File: src/rtl/waveform_pkg.sv
// Constants and enums shared by the waveform packetizer and formatter.
package waveform_pkg;

  localparam logic [31:0] WFRM_CMD  = 32'h5757_4441;
  localparam int unsigned HDR_WORDS = 5;

  typedef enum logic [2:0] {
    HdrCmd  = 3'd0,
    HdrId   = 3'd1,
    HdrIdx  = 3'd2,
    HdrLen  = 3'd3,
    HdrRsvd = 3'd4
  } hdr_field_e;

  typedef enum logic [1:0] {
    StIdle,
    StHdr,
    StPayload,
    StFlush
  } wf_state_e;

endpackage

File: src/rtl/axis_out_reg.sv
// Single-stage AXI-Stream output register; reloads whenever empty or being drained.
module axis_out_reg #(
  parameter int unsigned DataW = 32
) (
  input  logic               clk_i,
  input  logic               rst_ni,
  input  logic               in_valid_i,
  input  logic [DataW-1:0]   in_data_i,
  input  logic               in_last_i,
  output logic               can_load_o,
  output logic               out_valid_o,
  output logic [DataW-1:0]   out_data_o,
  output logic               out_last_o,
  output logic [DataW/8-1:0] out_keep_o,
  input  logic               out_ready_i
);

  logic               valid_q, valid_d;
  logic [DataW-1:0]   data_q, data_d;
  logic               last_q, last_d;
  logic [DataW/8-1:0] keep_q, keep_d;

  assign can_load_o = !valid_q || out_ready_i;

  always_comb begin
    valid_d = valid_q;
    data_d  = data_q;
    last_d  = last_q;
    keep_d  = keep_q;
    if (can_load_o) begin
      valid_d = in_valid_i;
      data_d  = in_data_i;
      last_d  = in_valid_i && in_last_i;
      keep_d  = in_valid_i ? '1 : '0;
    end
  end

  always_ff @(posedge clk_i or negedge rst_ni) begin
    if (!rst_ni) begin
      valid_q <= 1'b0;
      data_q  <= '0;
      last_q  <= 1'b0;
      keep_q  <= '0;
    end else begin
      valid_q <= valid_d;
      data_q  <= data_d;
      last_q  <= last_d;
      keep_q  <= keep_d;
    end
  end

  assign out_valid_o = valid_q;
  assign out_data_o  = data_q;
  assign out_last_o  = last_q;
  assign out_keep_o  = keep_q;

endmodule

File: src/rtl/waveform_packetizer.sv
// Frames a raw sample stream into headered packets (5 header words + payload slice).
module waveform_packetizer
  import waveform_pkg::*;
#(
  parameter int unsigned PKT_WORDS = 256,
  parameter logic [31:0] WFRM_CMD  = waveform_pkg::WFRM_CMD
) (
  input  logic        axi_tclk,
  input  logic        axi_tresetn,
  input  logic        start,
  input  logic [31:0] wf_id,
  input  logic [31:0] wf_len,
  output logic        busy,
  output logic        done,
  output logic        err,
  input  logic [31:0] s_axis_tdata,
  input  logic        s_axis_tvalid,
  input  logic        s_axis_tlast,
  output logic        s_axis_tready,
  output logic [31:0] m_axis_tdata,
  output logic        m_axis_tvalid,
  output logic        m_axis_tlast,
  output logic [3:0]  m_axis_tkeep,
  input  logic        m_axis_tready
);

  localparam int unsigned PldWords = PKT_WORDS - HDR_WORDS;
  localparam int unsigned SW       = $clog2(PKT_WORDS);

  wf_state_e   state_q, state_d;
  hdr_field_e  hdr_cnt_q, hdr_cnt_d;
  logic [SW-1:0] slice_cnt_q, slice_cnt_d;
  logic [31:0] remaining_q, remaining_d;
  logic [31:0] index_q, index_d;
  logic [31:0] id_q, id_d;
  logic [31:0] len_q, len_d;
  logic        err_q, err_d;
  logic        done_q, done_d;

  logic        can_load;
  logic        ld_valid, ld_last;
  logic [31:0] ld_data;
  logic [31:0] hdr_word;
  logic        slice_end, final_slice, accept;

  always_comb begin
    unique case (hdr_cnt_q)
      HdrCmd:  hdr_word = WFRM_CMD;
      HdrId:   hdr_word = id_q;
      HdrIdx:  hdr_word = index_q;
      HdrLen:  hdr_word = len_q;
      HdrRsvd: hdr_word = '0;
      default: hdr_word = '0;
    endcase
  end

  assign s_axis_tready = (state_q == StPayload) && can_load;
  assign accept        = s_axis_tready && s_axis_tvalid;
  assign slice_end     = (remaining_q == 32'd1) || (slice_cnt_q == SW'(PldWords - 1));
  // Final slice: everything still owed fits in the room left in this packet.
  assign final_slice   = remaining_q <= (32'(PldWords) - 32'(slice_cnt_q));

  always_comb begin
    state_d     = state_q;
    hdr_cnt_d   = hdr_cnt_q;
    slice_cnt_d = slice_cnt_q;
    remaining_d = remaining_q;
    index_d     = index_q;
    id_d        = id_q;
    len_d       = len_q;
    err_d       = err_q;
    done_d      = 1'b0;
    ld_valid    = 1'b0;
    ld_data     = '0;
    ld_last     = 1'b0;
    unique case (state_q)
      StIdle: begin
        if (start) begin
          if (wf_len == 32'd0) begin
            done_d = 1'b1;
          end else begin
            // Output register is always empty in idle, so word 0 loads immediately.
            id_d        = wf_id;
            len_d       = wf_len;
            err_d       = 1'b0;
            index_d     = '0;
            remaining_d = wf_len;
            slice_cnt_d = '0;
            ld_valid    = 1'b1;
            ld_data     = WFRM_CMD;
            hdr_cnt_d   = HdrId;
            state_d     = StHdr;
          end
        end
      end
      StHdr: begin
        if (can_load) begin
          ld_valid = 1'b1;
          ld_data  = hdr_word;
          if (hdr_cnt_q == HdrRsvd) begin
            hdr_cnt_d = HdrCmd;
            state_d   = StPayload;
          end else begin
            hdr_cnt_d = hdr_field_e'(hdr_cnt_q + 3'd1);
          end
        end
      end
      StPayload: begin
        if (accept) begin
          ld_valid    = 1'b1;
          ld_data     = s_axis_tdata;
          remaining_d = remaining_q - 32'd1;
          slice_cnt_d = slice_cnt_q + SW'(1);
          if (slice_end) begin
            ld_last     = 1'b1;
            slice_cnt_d = '0;
            if (remaining_q == 32'd1) begin
              state_d = StFlush;
            end else begin
              index_d = index_q + 32'd1;
              state_d = StHdr;
            end
          end else if (s_axis_tlast && !final_slice) begin
            ld_last = 1'b1;
            err_d   = 1'b1;
            state_d = StFlush;
          end
        end
      end
      StFlush: begin
        if (can_load) begin
          done_d  = 1'b1;
          state_d = StIdle;
        end
      end
      default: state_d = StIdle;
    endcase
  end

  always_ff @(posedge axi_tclk or negedge axi_tresetn) begin
    if (!axi_tresetn) begin
      state_q     <= StIdle;
      hdr_cnt_q   <= HdrCmd;
      slice_cnt_q <= '0;
      remaining_q <= '0;
      index_q     <= '0;
      id_q        <= '0;
      len_q       <= '0;
      err_q       <= 1'b0;
      done_q      <= 1'b0;
    end else begin
      state_q     <= state_d;
      hdr_cnt_q   <= hdr_cnt_d;
      slice_cnt_q <= slice_cnt_d;
      remaining_q <= remaining_d;
      index_q     <= index_d;
      id_q        <= id_d;
      len_q       <= len_d;
      err_q       <= err_d;
      done_q      <= done_d;
    end
  end

  axis_out_reg #(
    .DataW(32)
  ) u_out_reg (
    .clk_i       (axi_tclk),
    .rst_ni      (axi_tresetn),
    .in_valid_i  (ld_valid),
    .in_data_i   (ld_data),
    .in_last_i   (ld_last),
    .can_load_o  (can_load),
    .out_valid_o (m_axis_tvalid),
    .out_data_o  (m_axis_tdata),
    .out_last_o  (m_axis_tlast),
    .out_keep_o  (m_axis_tkeep),
    .out_ready_i (m_axis_tready)
  );

  assign busy = (state_q != StIdle);
  assign done = done_q;
  assign err  = err_q;

endmodule

File: config.mk
export PLATFORM = sky130hd
export DESIGN_NAME = waveform_packetizer
export DESIGN_NICKNAME = d
export VERILOG_FILES = /design/src/rtl/waveform_pkg.sv /design/src/rtl/axis_out_reg.sv /design/src/rtl/waveform_packetizer.sv
export SDC_FILE = /design/constraint.sdc
export NUM_CORES = 1
export LEC_CHECK = 0
export CORE_ASPECT_RATIO = 1.4
export CORE_UTILIZATION = 40
export DETAILED_ROUTE_END_ITERATION = 12
export PLACE_DENSITY = 0.72
export SYNTH_ARGS = -nofsm -noshare
export SYNTH_HDL_FRONTEND = slang
export SYNTH_SLANG_ARGS = --single-unit
File: constraint.sdc
create_clock -name axi_tclk -period 3.15 [get_ports axi_tclk]
set_clock_uncertainty 0.1 [all_clocks]
set_input_delay 0.7875 -clock axi_tclk [delete_from_list [all_inputs] [get_ports axi_tclk]]
set_output_delay 0.7875 -clock axi_tclk [all_outputs]
set_load 0.01 [all_outputs]
==> parameters.txt <==
Parameter                              Value

Drt
  Uppermost layer routed    met4
  Met1 routed wirelength after detailed routing    about 13000 microns
  Met3 routed wirelength    1740 microns
  Final antenna-violating net count    0
  DRC violations left    0
  WL met2    ~18000 microns
  Total number of vias    roughly 10000
  Starting DRC count in detailed routing    roughly 1100
  Total Routed Length    approximately 34000 microns
  Detailed-router iteration count before antenna repair    6
  Via density per instance    5.99
  Final routed wire length divided by cell count    between 15 and 20 microns

Yosys
  Asr flop ratio synth    100%
  Prevailing post-synth register cell    sky130_fd_sc_hd__dfrtp_1
  Leading post-synthesis cells by instance count    sky130_fd_sc_hd__nand2_1 (303), sky130_fd_sc_hd__dfrtp_1 (177), sky130_fd_sc_hd__o21ai_0 (92)
  Synth area leader    sky130_fd_sc_hd__dfrtp_1
  Synthesized net count    1368
  Area of the mapped netlist    about 10000 sq um
  Seq cells post-synth    between 150 and 200
  Count leader, synth    sky130_fd_sc_hd__nand2_1
  Number of distinct library cells after synthesis    slightly below 70
  Synth top area share    42.8%
  Cell count after synthesis    about 1200
  Number of enable-type register cells in the synthesized netlist    0
  Top cells by area, synth    sky130_fd_sc_hd__dfrtp_1 (43%), sky130_fd_sc_hd__nand2_1 (11%), sky130_fd_sc_hd__ha_1 (5.8%)
  Sequential area share after synthesis    about 43%
  Count of warnings emitted by yosys    0
  Mean area per synthesized cell    approximately 8.5 sq um

Die
  Total Die Area    approximately 27000 sq um
  Chip height    roughly 190 microns
  IO Count    about 140
  Core Box Area    ~25000 sq um
  Die width    ~140 microns
  Number of placement rows    slightly below 70
  Initial standard-cell utilization of the core    40.8%

Worst setup path
  Cell depth of the worst flop-to-flop path    12
  Data required time of the worst path    about 3.4 ns
  Setup slack of the most critical reg-to-reg path    0.18 ns
  Crit start category    input port
  Start of the worst register-to-register path    slice_cnt_q[5]
  Cell with the largest stage delay on the worst path    sky130_fd_sc_hd__nor4_1
  Worst-path cell chain    clkdlybuf4s50_1 -> nor4_1 -> nand4_1 -> buf_4 -> o21ai_4 -> a21oi_1 -> buf_4 -> a21boi_0 -> o21ai_0
  Arrival @ worst endpoint    roughly 3.2 ns
  CP delay by family, top    simple AND/OR/NAND/NOR gates
  Worst R2R End    err
  Critical path capture point type    flip-flop
  Count of buffer and inverter cells on the critical path    3
  Max incr delay on CP    0.68 ns
  CP Depth    9
  Critical path class    in2reg
  Maximum fanout along the worst path    6
  Cell repeated most along the worst path    sky130_fd_sc_hd__buf_4

CTS
  Post-cts hold buffer count    0
  Clock transition at path regs    0.07 ns
  Root Buffer Master    sky130_fd_sc_hd__clkbuf_16
  Num CTS Buffers    17
  Buffer depth of the longest clock path    2
  CTS H-tree depth    4
  CTS tree    built
  Insertion delay of the later-clocked pin in the worst-skew pair    between 0.4 and 0.5 ns
  Count of clock tree sinks    177

Job
  Max-capacitance violation count    0

Timing
  Peak Freq    between 0.3 and 0.4 GHz
  Transition at the pin with the smallest max-transition slack    roughly 0.75 ns
  Number of hold violations in the final report    0
  Tmin final    between 2 and 3 ns
  Share of the cycle needed by the critical path after routing    a little over nine tenths
  Final setup violation count    0
  Max-slew headroom at the worst pin    49.8%
  Worst hold slack    ~0.21 ns
  Final Slew Violations    0

Placement
  Hpwl dp    about 25000 microns
  Count of port buffers added during placement    143
  Gp weighted congestion    between 0.8 and 0.9

Global routing
  Number of global-route vias before repair    ~10000
  Total global-route track usage    between 20% and 30%
  Maximum number of pins on one net before global-route repair    57
  Total overflow reported by the global router    0
  First-pass GRT wire length    roughly 53000 microns
  Antenna violations before repair    1

Pwr
  Worst IR Drop VDD    around 600 uV
  Total power density per cell area    around 850 nW/um^2
  LEAKAGE    5.81 nW

Final layout
  Core utilization of the finished layout    52.5%
  P&R area growth vs syn    28.7%
  Share of layout cells above drive strength 1    11.7%
  Final Net Count    around 1500

Worst hold path
  Worst hold path type    in2async

Status
  Run status    finished clean
-- state kept, by name (all words and copies together), names as in the netlist, 2 cells and up --
| name | flops |
|---|---|
| state_q | 2 |
| len_q | 32 |
| slice_cnt_q | 8 |
| remaining_q | 32 |
| id_q | 32 |
| u_out_reg.out_data_o | 32 |
| hdr_cnt_q | 3 |
| index_q | 32 |
-- what timing repair did --
item / 4_1_cts / 5_1_grt
resized for setup: 0 / 1
hold endpoints to repair: 0 / 0
buffers inserted: 1 / 0
endpoints found under the setup margin: 2 / 4
pin swaps: 1 / 0
-- cells in the final DEF (no fill, tap or decap), types with 8 or more instances in the layout --
master	count
sky130_fd_sc_hd__mux2i_1	11
sky130_fd_sc_hd__clkdlybuf4s50_1	142
sky130_fd_sc_hd__a22oi_1	23
sky130_fd_sc_hd__inv_1	18
sky130_fd_sc_hd__nand3_1	35
sky130_fd_sc_hd__or3_1	8
sky130_fd_sc_hd__o21ai_0	92
sky130_fd_sc_hd__nand4_1	20
sky130_fd_sc_hd__buf_12	9
sky130_fd_sc_hd__nand2_1	303
sky130_fd_sc_hd__nor4_1	18
sky130_fd_sc_hd__nor2_1	63
sky130_fd_sc_hd__a31o_2	8
sky130_fd_sc_hd__clkbuf_16	17
sky130_fd_sc_hd__a221oi_1	14
sky130_fd_sc_hd__a222oi_1	18
sky130_fd_sc_hd__dfrtp_1	177
sky130_fd_sc_hd__buf_4	92
sky130_fd_sc_hd__and4_1	8
sky130_fd_sc_hd__o211ai_1	12
sky130_fd_sc_hd__a211oi_1	21
sky130_fd_sc_hd__nand2b_1	10
sky130_fd_sc_hd__nor3_1	10
sky130_fd_sc_hd__or4_1	10
sky130_fd_sc_hd__a21oi_1	79
sky130_fd_sc_hd__a2111oi_0	10
sky130_fd_sc_hd__ha_1	48
sky130_fd_sc_hd__and3_1	17
sky130_fd_sc_hd__o31ai_1	12
-- kinds of logic after synthesis --
family,count (synthesis),synth area share (%)
flops,177,42.8
fa+ha+maj,48,5.80
mux,12,1.17
buf+inv,106,4.30
xor+xnor,4,0.338
compound gates,341,22.0
simple gates,530,23.6
-- worst reg2reg max path: stages (launching register included) --
cell and delay, ns:
sky130_fd_sc_hd__dfrtp_1 0.35, sky130_fd_sc_hd__and4_1 0.23, sky130_fd_sc_hd__nand2_1 0.11, sky130_fd_sc_hd__buf_12 0.16
sky130_fd_sc_hd__ha_1 0.31, sky130_fd_sc_hd__nand4_1 0.14, sky130_fd_sc_hd__nor4_2 0.26, sky130_fd_sc_hd__buf_4 0.16
sky130_fd_sc_hd__nand2_1 0.08, sky130_fd_sc_hd__or4_1 0.54, sky130_fd_sc_hd__o211ai_1 0.11, sky130_fd_sc_hd__buf_4 0.19
sky130_fd_sc_hd__o21ai_0 0.10
-- worst max-delay path by stage --
stage,to,startpoint,slack (ns)
finish,remaining_q[24],wf_len[0],0.16
global placement,remaining_q[24],wf_len[7],-0.27
global route,err,slice_cnt_q[7],-0.03
floorplan,err,slice_cnt_q[3],0.09
CTS,err,slice_cnt_q[5],0.12
detailed placement,remaining_q[24],wf_len[0],-0.26
-- final cells by class --
type | instances | area [sq um]
fillers | 2387 | 12100
multi-input cells | 935 | 5540
flip-flops and latches | 177 | 4430
repair buffers | 244 | 2300
clock buffers | 19 | 443
well taps | 319 | 399
clock inverters | 13 | 138
inverters | 19 | 71.3
diodes | 1 | 2.50
-- stage by stage --
step / setup WS, ns / total power [mW] / instance area [sq um] / TNS (ns) / instances
6_report: 0.155 / 11.4 / 13300 / 0 / 1727
3_3_place_gp: -0.272 / 9.01 / 12700 / -19.79 / 1693
5_1_grt: -0.0264 / 12.2 / 13300 / -0.0264 / 1727
2_1_floorplan: 0.0928 / 6.97 / 10400 / 0 / 1218
4_1_cts: 0.116 / 11.4 / 13300 / 0 / 1726
3_5_place_dp: -0.262 / 9.19 / 12700 / -21.34 / 1693
-- power by group --
part | internal, mW | leakage [nW] | switching (mW)
logic | 2.26 | 3.25 | 3.02
registers | 3.09 | 2.28 | 0.876
clock network | 1.19 | 0.273 | 0.953
-- metal layers --
layer | track usage, % | vias up
met5 | 0 | -
met4 | 14.7 | 0
met3 | 4.02 | 100
met2 | 45.6 | 420
met1 | 30.9 | 5033
li1 | - | 4791
No activity file was read; power rests on OpenSTA's default activity.
